### config.mk
export PLATFORM = sky130hd
export DESIGN_NAME = instr_reg_ctrl_flat
export DESIGN_NICKNAME = d
export VERILOG_FILES = /design/src/rtl/instr_register_pkg.sv /design/src/rtl/instr_reg_ctrl_if.sv /design/src/rtl/instr_rr_arb2.sv /design/src/rtl/instr_reg_ctrl.sv /design/src/flat_wrapper.sv
export SDC_FILE = /design/constraint.sdc
export NUM_CORES = 1
export LEC_CHECK = 0
export CAP_MARGIN = 10
export CORE_AREA = 2 2 140 142
export CTS_CLUSTER_DIAMETER = 60
export DETAILED_ROUTE_END_ITERATION = 10
export DIE_AREA = 0 0 142 144
export PLACE_DENSITY_LB_ADDON = 0.15
export SYNTH_ARGS = -nofsm -noshare
export SYNTH_HDL_FRONTEND = slang
export SYNTH_SLANG_ARGS = --single-unit
### constraint.sdc
create_clock -name i_clk -period 2.2 [get_ports i_clk]
set_clock_uncertainty 0.15 [all_clocks]
set_input_delay 0.22 -clock i_clk [delete_from_list [all_inputs] [get_ports i_clk]]
set_output_delay 0.22 -clock i_clk [all_outputs]
set_load 0.05 [all_outputs]
### src/rtl/instr_register_pkg.sv
// Shared types for the instruction register and its controller.
// DEPTH must be a power of two: the controller pointers wrap by natural overflow.
package instr_register_pkg;

    localparam int DEPTH = 8;

    typedef enum logic [3:0] {
        ZERO, PASSA, PASSB, ADD, SUB, MULT, DIV, MOD
    } opcode_t;

    typedef logic signed [31:0]        operand_t;
    typedef logic [$clog2(DEPTH)-1:0]  index_t;
    typedef logic [$clog2(DEPTH):0]    count_t;

    typedef struct packed {
        opcode_t  opc;
        operand_t op_a;
        operand_t op_b;
    } instruction_t;

    typedef enum logic [1:0] {
        S_INIT,
        S_RUN,
        S_FLUSH
    } ctrl_state_t;

    function automatic index_t idx_inc(index_t i);
        return i + index_t'(1);
    endfunction

endpackage

### src/rtl/instr_reg_ctrl_if.sv
// Producer/consumer bus of the instruction register controller.
// master: the environment (two producers, one consumer, flush source); slave: the controller.
interface instr_reg_ctrl_if;
    import instr_register_pkg::*;

    logic [1:0]         req_valid;
    logic [1:0]         req_ready;
    instruction_t [1:0] req_instr;
    logic               flush;
    logic               out_valid;
    logic               out_ready;
    instruction_t       out_instr;
    count_t             count;

    modport master (
        output req_valid, req_instr, flush, out_ready,
        input  req_ready, out_valid, out_instr, count
    );

    modport slave (
        input  req_valid, req_instr, flush, out_ready,
        output req_ready, out_valid, out_instr, count
    );

endinterface

### src/rtl/instr_rr_arb2.sv
// Two-way arbiter granting at most one requester per cycle.
// Default: round-robin, the requester not granted last wins a tie.
// INSTR_CTRL_FIXED_PRIO_EN defined: requester 0 always wins a tie.
module instr_rr_arb2 (
    input  logic       i_clk,
    input  logic       i_reset_en,
    input  logic       i_en,
    input  logic [1:0] i_req,
    output logic [1:0] o_gnt
);

    // index of the requester granted most recently; 1 after reset so requester 0 wins first
    logic       r_last;
    logic [1:0] w_gnt;

    // pick the winner among the active requests
    always_comb begin
        w_gnt = 2'b00;
        if (i_en) begin
            case (i_req)
                2'b01:   w_gnt = 2'b01;
                2'b10:   w_gnt = 2'b10;
                2'b11:
`ifdef INSTR_CTRL_FIXED_PRIO_EN
                         w_gnt = 2'b01;
`else
                         w_gnt = r_last ? 2'b01 : 2'b10;
`endif
                default: w_gnt = 2'b00;
            endcase
        end
    end

    assign o_gnt = w_gnt;

    // remember who won for the next tie
    always_ff @(posedge i_clk) begin
        if (!i_reset_en) begin
            r_last <= 1'b1;
        end else if (w_gnt[0]) begin
            r_last <= 1'b0;
        end else if (w_gnt[1]) begin
            r_last <= 1'b1;
        end
    end

endmodule

### src/rtl/instr_reg_ctrl.sv
// Controller in front of instr_register: arbitrates two producers onto the
// single write port, allocates write slots circularly and streams entries in
// write order to one consumer. Also sequences the register clear after reset
// and the flush of all stored entries.
// Build option INSTR_CTRL_FIXED_PRIO_EN: fixed priority to producer 0 on ties.
//
//   state   | meaning
//   S_INIT  | register held in reset for INIT_CYCLES cycles, no traffic
//   S_RUN   | accept writes, serve reads
//   S_FLUSH | one cycle: drop all stored entries (rd_ptr <= wr_ptr)
module instr_reg_ctrl
    import instr_register_pkg::*;
#(
    parameter int INIT_CYCLES = 4
) (
    input  logic             i_clk,
    input  logic             i_reset_en,
    instr_reg_ctrl_if.slave  ctrl,
    output logic             o_reg_reset_en,
    output logic             o_load_en,
    output index_t           o_write_index,
    output opcode_t          o_opcode,
    output operand_t         o_operand_a,
    output operand_t         o_operand_b,
    output index_t           o_read_index,
    input  instruction_t     i_instruction
);

    localparam int INIT_W = (INIT_CYCLES < 2) ? 1 : $clog2(INIT_CYCLES);

    ctrl_state_t  r_state;
    ctrl_state_t  w_state_nxt;
    logic [INIT_W-1:0] r_init_cnt;

    index_t       r_wr_ptr;
    index_t       r_rd_ptr;
    count_t       r_count;
    logic         r_load_en;
    index_t       r_write_index;
    opcode_t      r_opcode;
    operand_t     r_operand_a;
    operand_t     r_operand_b;

    logic         w_run;
    logic         w_space;
    logic         w_arb_en;
    logic [1:0]   w_gnt;
    logic         w_out_valid;
    logic         w_rd;
    count_t       w_occ;
    instruction_t w_sel;

    // next-state logic
    always_comb begin
        w_state_nxt = r_state;
        case (r_state)
            S_INIT:  if (r_init_cnt == INIT_W'(INIT_CYCLES - 1)) w_state_nxt = S_RUN;
            S_RUN:   if (ctrl.flush) w_state_nxt = S_FLUSH;
            S_FLUSH: w_state_nxt = S_RUN;
            default: w_state_nxt = S_INIT;
        endcase
    end

    // state register and init timer
    always_ff @(posedge i_clk) begin
        if (!i_reset_en) begin
            r_state    <= S_INIT;
            r_init_cnt <= '0;
        end else begin
            r_state <= w_state_nxt;
            if (r_state == S_INIT) begin
                r_init_cnt <= r_init_cnt + INIT_W'(1);
            end
        end
    end

    // Occupancy includes the write still in flight, so a slot freed by a read
    // this cycle only becomes available next cycle.
    assign w_run       = (r_state == S_RUN) && !ctrl.flush;
    assign w_occ       = r_count + count_t'(r_load_en);
    assign w_space     = w_occ < count_t'(DEPTH);
    assign w_arb_en    = w_run && w_space;
    assign w_out_valid = w_run && (r_count != '0);
    assign w_rd        = w_out_valid && ctrl.out_ready;
    assign w_sel       = w_gnt[1] ? ctrl.req_instr[1] : ctrl.req_instr[0];

    instr_rr_arb2 u_arb (
        .i_clk      (i_clk),
        .i_reset_en (i_reset_en),
        .i_en       (w_arb_en),
        .i_req      (ctrl.req_valid),
        .o_gnt      (w_gnt)
    );

    // write staging, pointers and committed occupancy
    always_ff @(posedge i_clk) begin
        if (!i_reset_en) begin
            r_wr_ptr      <= '0;
            r_rd_ptr      <= '0;
            r_count       <= '0;
            r_load_en     <= 1'b0;
            r_write_index <= '0;
            r_opcode      <= ZERO;
            r_operand_a   <= '0;
            r_operand_b   <= '0;
        end else begin
            r_load_en <= |w_gnt;
            if (|w_gnt) begin
                r_write_index <= r_wr_ptr;
                r_opcode      <= w_sel.opc;
                r_operand_a   <= w_sel.op_a;
                r_operand_b   <= w_sel.op_b;
                r_wr_ptr      <= idx_inc(r_wr_ptr);
            end
            if (r_state == S_FLUSH) begin
                r_rd_ptr <= r_wr_ptr;
                r_count  <= '0;
            end else begin
                if (w_rd) begin
                    r_rd_ptr <= idx_inc(r_rd_ptr);
                end
                r_count <= r_count + count_t'(r_load_en) - count_t'(w_rd);
            end
        end
    end

    assign ctrl.req_ready  = w_gnt;
    assign ctrl.out_valid  = w_out_valid;
    assign ctrl.out_instr  = i_instruction;
    assign ctrl.count      = r_count;

    assign o_reg_reset_en  = (r_state != S_INIT);
    assign o_load_en       = r_load_en;
    assign o_write_index   = r_write_index;
    assign o_opcode        = r_opcode;
    assign o_operand_a     = r_operand_a;
    assign o_operand_b     = r_operand_b;
    assign o_read_index    = r_rd_ptr;

endmodule

### src/flat_wrapper.sv
// flat-port wrapper written by rule: the top's interface ports become plain ports
module instr_reg_ctrl_flat import instr_register_pkg::*;
#(
    parameter int INIT_CYCLES = 4
)
  (i_clk, i_reset_en, o_reg_reset_en, o_load_en, o_write_index, o_opcode, o_operand_a, o_operand_b, o_read_index, i_instruction, ctrl_req_valid, ctrl_req_instr, ctrl_flush, ctrl_out_ready, ctrl_req_ready, ctrl_out_valid, ctrl_out_instr, ctrl_count);
  instr_reg_ctrl_if ctrl_i ();
  input  logic i_clk;
  input  logic i_reset_en;
  output logic o_reg_reset_en;
  output logic o_load_en;
  output index_t o_write_index;
  output opcode_t o_opcode;
  output operand_t o_operand_a;
  output operand_t o_operand_b;
  output index_t o_read_index;
  input  instruction_t i_instruction;
  input wire logic [$bits(ctrl_i.req_valid)-1:0] ctrl_req_valid;
  input wire logic [$bits(ctrl_i.req_instr)-1:0] ctrl_req_instr;
  input wire logic [$bits(ctrl_i.flush)-1:0] ctrl_flush;
  input wire logic [$bits(ctrl_i.out_ready)-1:0] ctrl_out_ready;
  output wire logic [$bits(ctrl_i.req_ready)-1:0] ctrl_req_ready;
  output wire logic [$bits(ctrl_i.out_valid)-1:0] ctrl_out_valid;
  output wire logic [$bits(ctrl_i.out_instr)-1:0] ctrl_out_instr;
  output wire logic [$bits(ctrl_i.count)-1:0] ctrl_count;
  assign ctrl_i.req_valid = ctrl_req_valid;
  assign ctrl_i.req_instr = ctrl_req_instr;
  assign ctrl_i.flush = ctrl_flush;
  assign ctrl_i.out_ready = ctrl_out_ready;
  assign ctrl_req_ready = ctrl_i.req_ready;
  assign ctrl_out_valid = ctrl_i.out_valid;
  assign ctrl_out_instr = ctrl_i.out_instr;
  assign ctrl_count = ctrl_i.count;
  instr_reg_ctrl #(.INIT_CYCLES(INIT_CYCLES)) u_core (.i_clk(i_clk), .i_reset_en(i_reset_en), .ctrl(ctrl_i), .o_reg_reset_en(o_reg_reset_en), .o_load_en(o_load_en), .o_write_index(o_write_index), .o_opcode(o_opcode), .o_operand_a(o_operand_a), .o_operand_b(o_operand_b), .o_read_index(o_read_index), .i_instruction(i_instruction));
endmodule
Yosys cells after proc, flatten, opt, wreduce, memory -nomap -nowiden
Cells that the tools add are included.
Widths: inputs -> output; s select.

cells by class
  $add $sub $neg = 5
  eq/ne operators = 8
  reduce and logical (&&, ||, !) cells = 13
  bitwise gates (word level) = 1
  $lt $le $gt $ge = 1
  mux-type cells = 11

operators by type and width
  operator             number
  $mux 68              1
  $pmux 2 s3           2
  $eq 2x2->1 const B   4
  $mux 2               4
  $add 3x1->3 const B  2
  $mux 3               2
  $reduce_bool 2->1    3
  $add 4x1->4          1
  $eq 2x1->1 const B   2
  $logic_and 1x1->1    4
  $lt 4x4->1 const B   1
  $reduce_bool 4->1    1
  $reduce_or 2->1      2
  $sub 4x1->4          1
  $add 2x1->2 const B  1
  $logic_not 2->1      1
  $mux 1               2
  $ne 2x1->1 const B   1
  $ne 2x2->1 const B   1
  $reduce_and 2->1     1
  $logic_not 1->1      1
  $not 1->1            1

word-level totals
  register bits = 87
  logic and storage cells = 50
  output and inout port bits = 151

Longest topological paths before layout
  depth in word-level cells = 6
  depth in mapped cells = 7

By module
Synthesis repeated with hierarchy kept, for this count alone.

unflattened totals
  cells, all modules = 534
  area, all modules = 4595.7 sq um

by module, submodules not included
  module          times used  cells an instance  area an instance (sq um)
  instr_reg_ctrl  1           526                4539.4
  instr_rr_arb2   1           8                  56.3

Worst setup path before layout
OpenSTA, ideal clock, no wires.

  path type = flip-flop to output port
  start = reg u_core.r_count[0], in the netlist u_core.ctrl.count[0]
  end = out ctrl_req_ready[0]
  arrival time = 2.594 ns
  stages on the path, launching flop included = 8
  path slack = -0.764 ns
  cells stage by stage = dfxtp_1 -> ha_1 -> nand3_1 -> xor2_1 -> buf_2 -> clkbuf_1 -> nand3_1 -> a21oi_1

between the ends
  longest elaborated chain between the ends = 4

ends and longest elaborated chain
  item                    RTL line               RTL
  start, declared         instr_reg_ctrl.sv:37   count_t r_count;
  start signal, assigned  instr_reg_ctrl.sv:122  r_count <= r_count + count_t'(r_load_en) - count_t'(w_rd);
  $add 4x1->4             instr_reg_ctrl.sv:80   assign w_occ = r_count + count_t'(r_load_en);
  $lt 4x4->1              instr_reg_ctrl.sv:81   assign w_space = w_occ < count_t'(DEPTH);
  $logic_and 1x1->1       instr_reg_ctrl.sv:82   assign w_arb_en = w_run && w_space;
  $mux 2                  instr_rr_arb2.sv:19    if (i_en) begin
  end, declared           flat_wrapper.sv:22     output wire logic [$bits(ctrl_i.req_ready)-1:0] ctrl_req_ready;

Every way passes these cells.

Worst setup path after layout
  start = in ctrl_req_valid[0]
  end = out ctrl_req_ready[1]

between the ends
  longest elaborated chain between the ends = 3
  elaborated cells between the ends (all ways) = 5
  classes of those cells = 3 x eq/ne; 2 x mux

ends and longest elaborated chain
  item                                      RTL line             RTL
  start, declared                           flat_wrapper.sv:18   input wire logic [$bits(ctrl_i.req_valid)-1:0] ctrl_req_valid;
  $eq 2x2->1 or $eq 2x1->1 (tied branches)  instr_rr_arb2.sv:20  case (i_req)
  $pmux 2 s3 (*)                            instr_rr_arb2.sv:20
  $mux 2 (*)                                instr_rr_arb2.sv:19

Every way passes the cells marked *; elsewhere a longest branch is shown, timed or not.

==> results_dict.tcl <==
set metrics [dict create \
    met1Wirelength_um 5730 \
    r2r_cells 7 \
    ant_nets 0 \
    crit_path_end_kind "primary output" \
    n_antenna_cell 0 \
    criticalPathCategory "primary input to primary output" \
    crit_path_max_fanout 17 \
    synthDominantCellAreaShare_pct 36.9 \
    ys_seq_elements 87 \
    p_leak_nw 3.44 \
    dieWidth_um 142 \
    crit_cells 6 \
    holdBufCountCts 0 \
    ys_async_sr_fraction_pct 0 \
    cp.required_ns 1.83 \
    drv_slew 0 \
    cts_tree "built" \
    vdd_drop_max_mv 0.328 \
    syn2layout_area_growth_pct 51.6 \
    path_cells "clkdlybuf4s50_1 -> a21boi_4 -> buf_12 -> buf_4 -> and3_2 -> buf_12" \
    r2r_slack_ns 0.23 \
    drv_cap 0 \
    slowest_delay_ns 0.52 \
    syn_nets 695 \
    synth_area_mm2 0.00472 \
    top_layer "met4" \
    place_congestion 0.732 \
    start_util_pct 24.7 \
    dieArea_mm2 0.0204 \
    hold_slack_ns 0.202 \
    core_area_mm2 0.0191 \
    die_h_um 144 \
    hpwlAfterDp_um 11600 \
    clkLatencyLatePin_ns 0.34 \
    crit_path_frequent_cell "buf_12" \
    grt_antenna_before_repair 0 \
    min-delay-start "i_reset_en" \
    yosysMostFrequentCell "dfxtp_1" \
    vias 4029 \
    timing.setup.tns_ns 0 \
    grt_pass1_vias 4161 \
    row_count 51 \
    worst_setup_hold_path_clk_slew_ns 0.06 \
    portBuffers 224 \
    final_nets 843 \
    yosysWarnings 0 \
    grt_overflow 0 \
    syn_inst 478 \
    worst_slew_pin_slew_ns 0.585 \
    critPathLaunchType "primary input" \
    r2r_end "u_core.o_operand_a[8]$_SDFFE_PN0P_" \
    drt_wl_total_um 15600 \
    drc 0 \
    final.min_clock_period_ns 2.06 \
    io_pins 361 \
    vias_per_cell 4.64 \
    wire_per_inst_um 17.9 \
    synth_commonest_cells "dfxtp_1 (87), mux2i_1 (73), nand3_1 (72)" \
    cp_slowest_cell "clkdlybuf4s50_1" \
    hold_class "primary input to flip-flop" \
    syn_avg_cell_area_um2 9.88 \
    synth_edf_count 0 \
    cts_root_buffer "clkbuf_16" \
    ys_seq_area_share_pct 36.9 \
    outcome "finished clean" \
    rsz0062_at_grt "no" \
    finalSetupViolCount 0 \
    hold-path-cell-count 2 \
    h-tree-depth 3 \
    finalPower_w 0.00428 \
    relSlewSlack_pct 60.9 \
    min_period_over_period_pct 93.6 \
    drive_gt1_share_pct 9.21 \
    synth_cell_type_count 36 \
    ys.flop_type "dfxtp_1" \
    dr_wl_met3_um 1320 \
    fmax_mhz 486 \
    yosys-top-cells-area "dfxtp_1 (37%), mux2i_1 (15%), o211a_1 (14%), buf_4 (11%), nand3_1 (7.6%)" \
    cts_sinks 87 \
    power_density_mw_per_mm2 598 \
    grt_use_total_pct 15.1 \
    finalHoldViolCount 0 \
    first_iter_violations 128 \
    utilization_pct 37.5 \
    grt_pass1_wl_um 23300 \
    regToRegStartpoint "u_core.ctrl.count[0]$_SDFF_PP0_" \
    cp_data_arrival_time_ns 1.69 \
    path_buf_inv 4 \
    grt_max_degree 63 \
    drtPass1Iterations 4 \
    wl_met2_um 7980 \
    cts_buffer_depth 2 \
    cts_inserted_buffers 9 \
    min_to "u_core.u_arb.r_last$_SDFFE_PN1P_" \
    synth_top_area_cell "dfxtp_1" \
    crit_family "buffers and inverters" \
]
-- cells in the final DEF, fill, tap and decap left out, types with 2 or more instances in the layout --
cell type        instances
nor2_1                   8
inv_6                    2
xor2_1                   4
buf_4                   19
clkdlybuf4s50_1        217
dfxtp_1                 83
mux2i_1                 73
o211a_1                 68
ha_1                     7
inv_8                    2
nand2b_1                 2
nand3_2                  2
nand2_1                 10
o21ai_0                  4
clkbuf_16               10
and2_1                   2
buf_12                   9
inv_1                    5
dfxtp_2                  2
nand3_1                 70
dfxtp_4                  2
a21oi_1                  2
-- state kept, by name (all words and copies together) (netlist names), 2 cells and up --
signal	count
u_core.ctrl.count	4
u_core.o_opcode	4
u_core.o_operand_a	32
u_core.o_operand_b	32
u_core.o_read_index	3
u_core.o_write_index	3
u_core.r_init_cnt	2
u_core.r_state	2
u_core.r_wr_ptr	3
-- area by class of cell --
type	count	area, um2
fill	1875	11900
timing repair buffer	247	2510
multi-input combinational	276	2260
sequential	87	1750
tap	238	298
clock buffer	10	250
clock inverter	5	70.1
inverter	5	18.8
-- metrics by stage --
stage	cells	setup WS (ns)	cell area, um2
2_1_floorplan	478	0.00252	4740
3_3_place_gp	852	0.0943	6820
3_5_place_dp	852	0.0869	6820
4_1_cts	868	0.0243	7150
5_1_grt	868	0.0311	7150
6_report	868	0.142	7150
-- logic make-up after synthesis --
kind of cell               share of synthesized area, %
and+or+nand+nor                                    11.8
AOI/OAI and AO/OA                                  16.4
buffers and inverters                              16.5
DFF                                                36.9
muxes                                              15.5
adders and majority gates                          1.86
xor gates and xnor gates                           1.11
-- worst register-to-register path: stages (launching register included) --
cell and delay, ns:
dfxtp_4 0.36, ha_1 0.19, nand3_2 0.13, xor2_4 0.19
buf_4 0.18, and2_2 0.21, buf_12 0.18, o211a_1 0.27
-- power breakdown --
group / switching, W / internal [W]
clock network: 0.000701 / 0.000968
registers: 0.0000405 / 0.00164
logic: 0.000455 / 0.000472
-- worst max-delay path by stage --
stage,end,slack (ns),from
after floorplan,ctrl_req_ready[0],0.003,u_core.ctrl.count[0]$_SDFF_PP0_
after global placement,u_core.o_operand_b[12]$_SDFFE_PN0P_,0.09,ctrl_req_valid[0]
after detailed placement,u_core.o_operand_b[24]$_SDFFE_PN0P_,0.09,ctrl_req_valid[0]
after CTS,ctrl_req_ready[0],0.02,u_core.ctrl.count[0]$_SDFF_PP0_
after global routing,ctrl_req_ready[0],0.03,u_core.ctrl.count[0]$_SDFF_PP0_
final,ctrl_req_ready[1],0.14,ctrl_req_valid[0]
-- per-layer routing --
| metal | vias up | GRT usage [%] |
|---|---|---|
| met1 | 1864 | 15.5 |
| met4 | 0 | 7.05 |
| met3 | 52 | 6.09 |
| li1 | 1956 | - |
| met5 | - | 0 |
| met2 | 157 | 26.8 |
-- repair_timing --
item                       4_1_cts  5_1_grt
pin swaps                        1        1
gates cloned                     0        0
setup endpoints to repair        3        1
buffers inserted                 1        0
gates resized for setup          2        1
No activity file was read; power rests on OpenSTA's default activity.
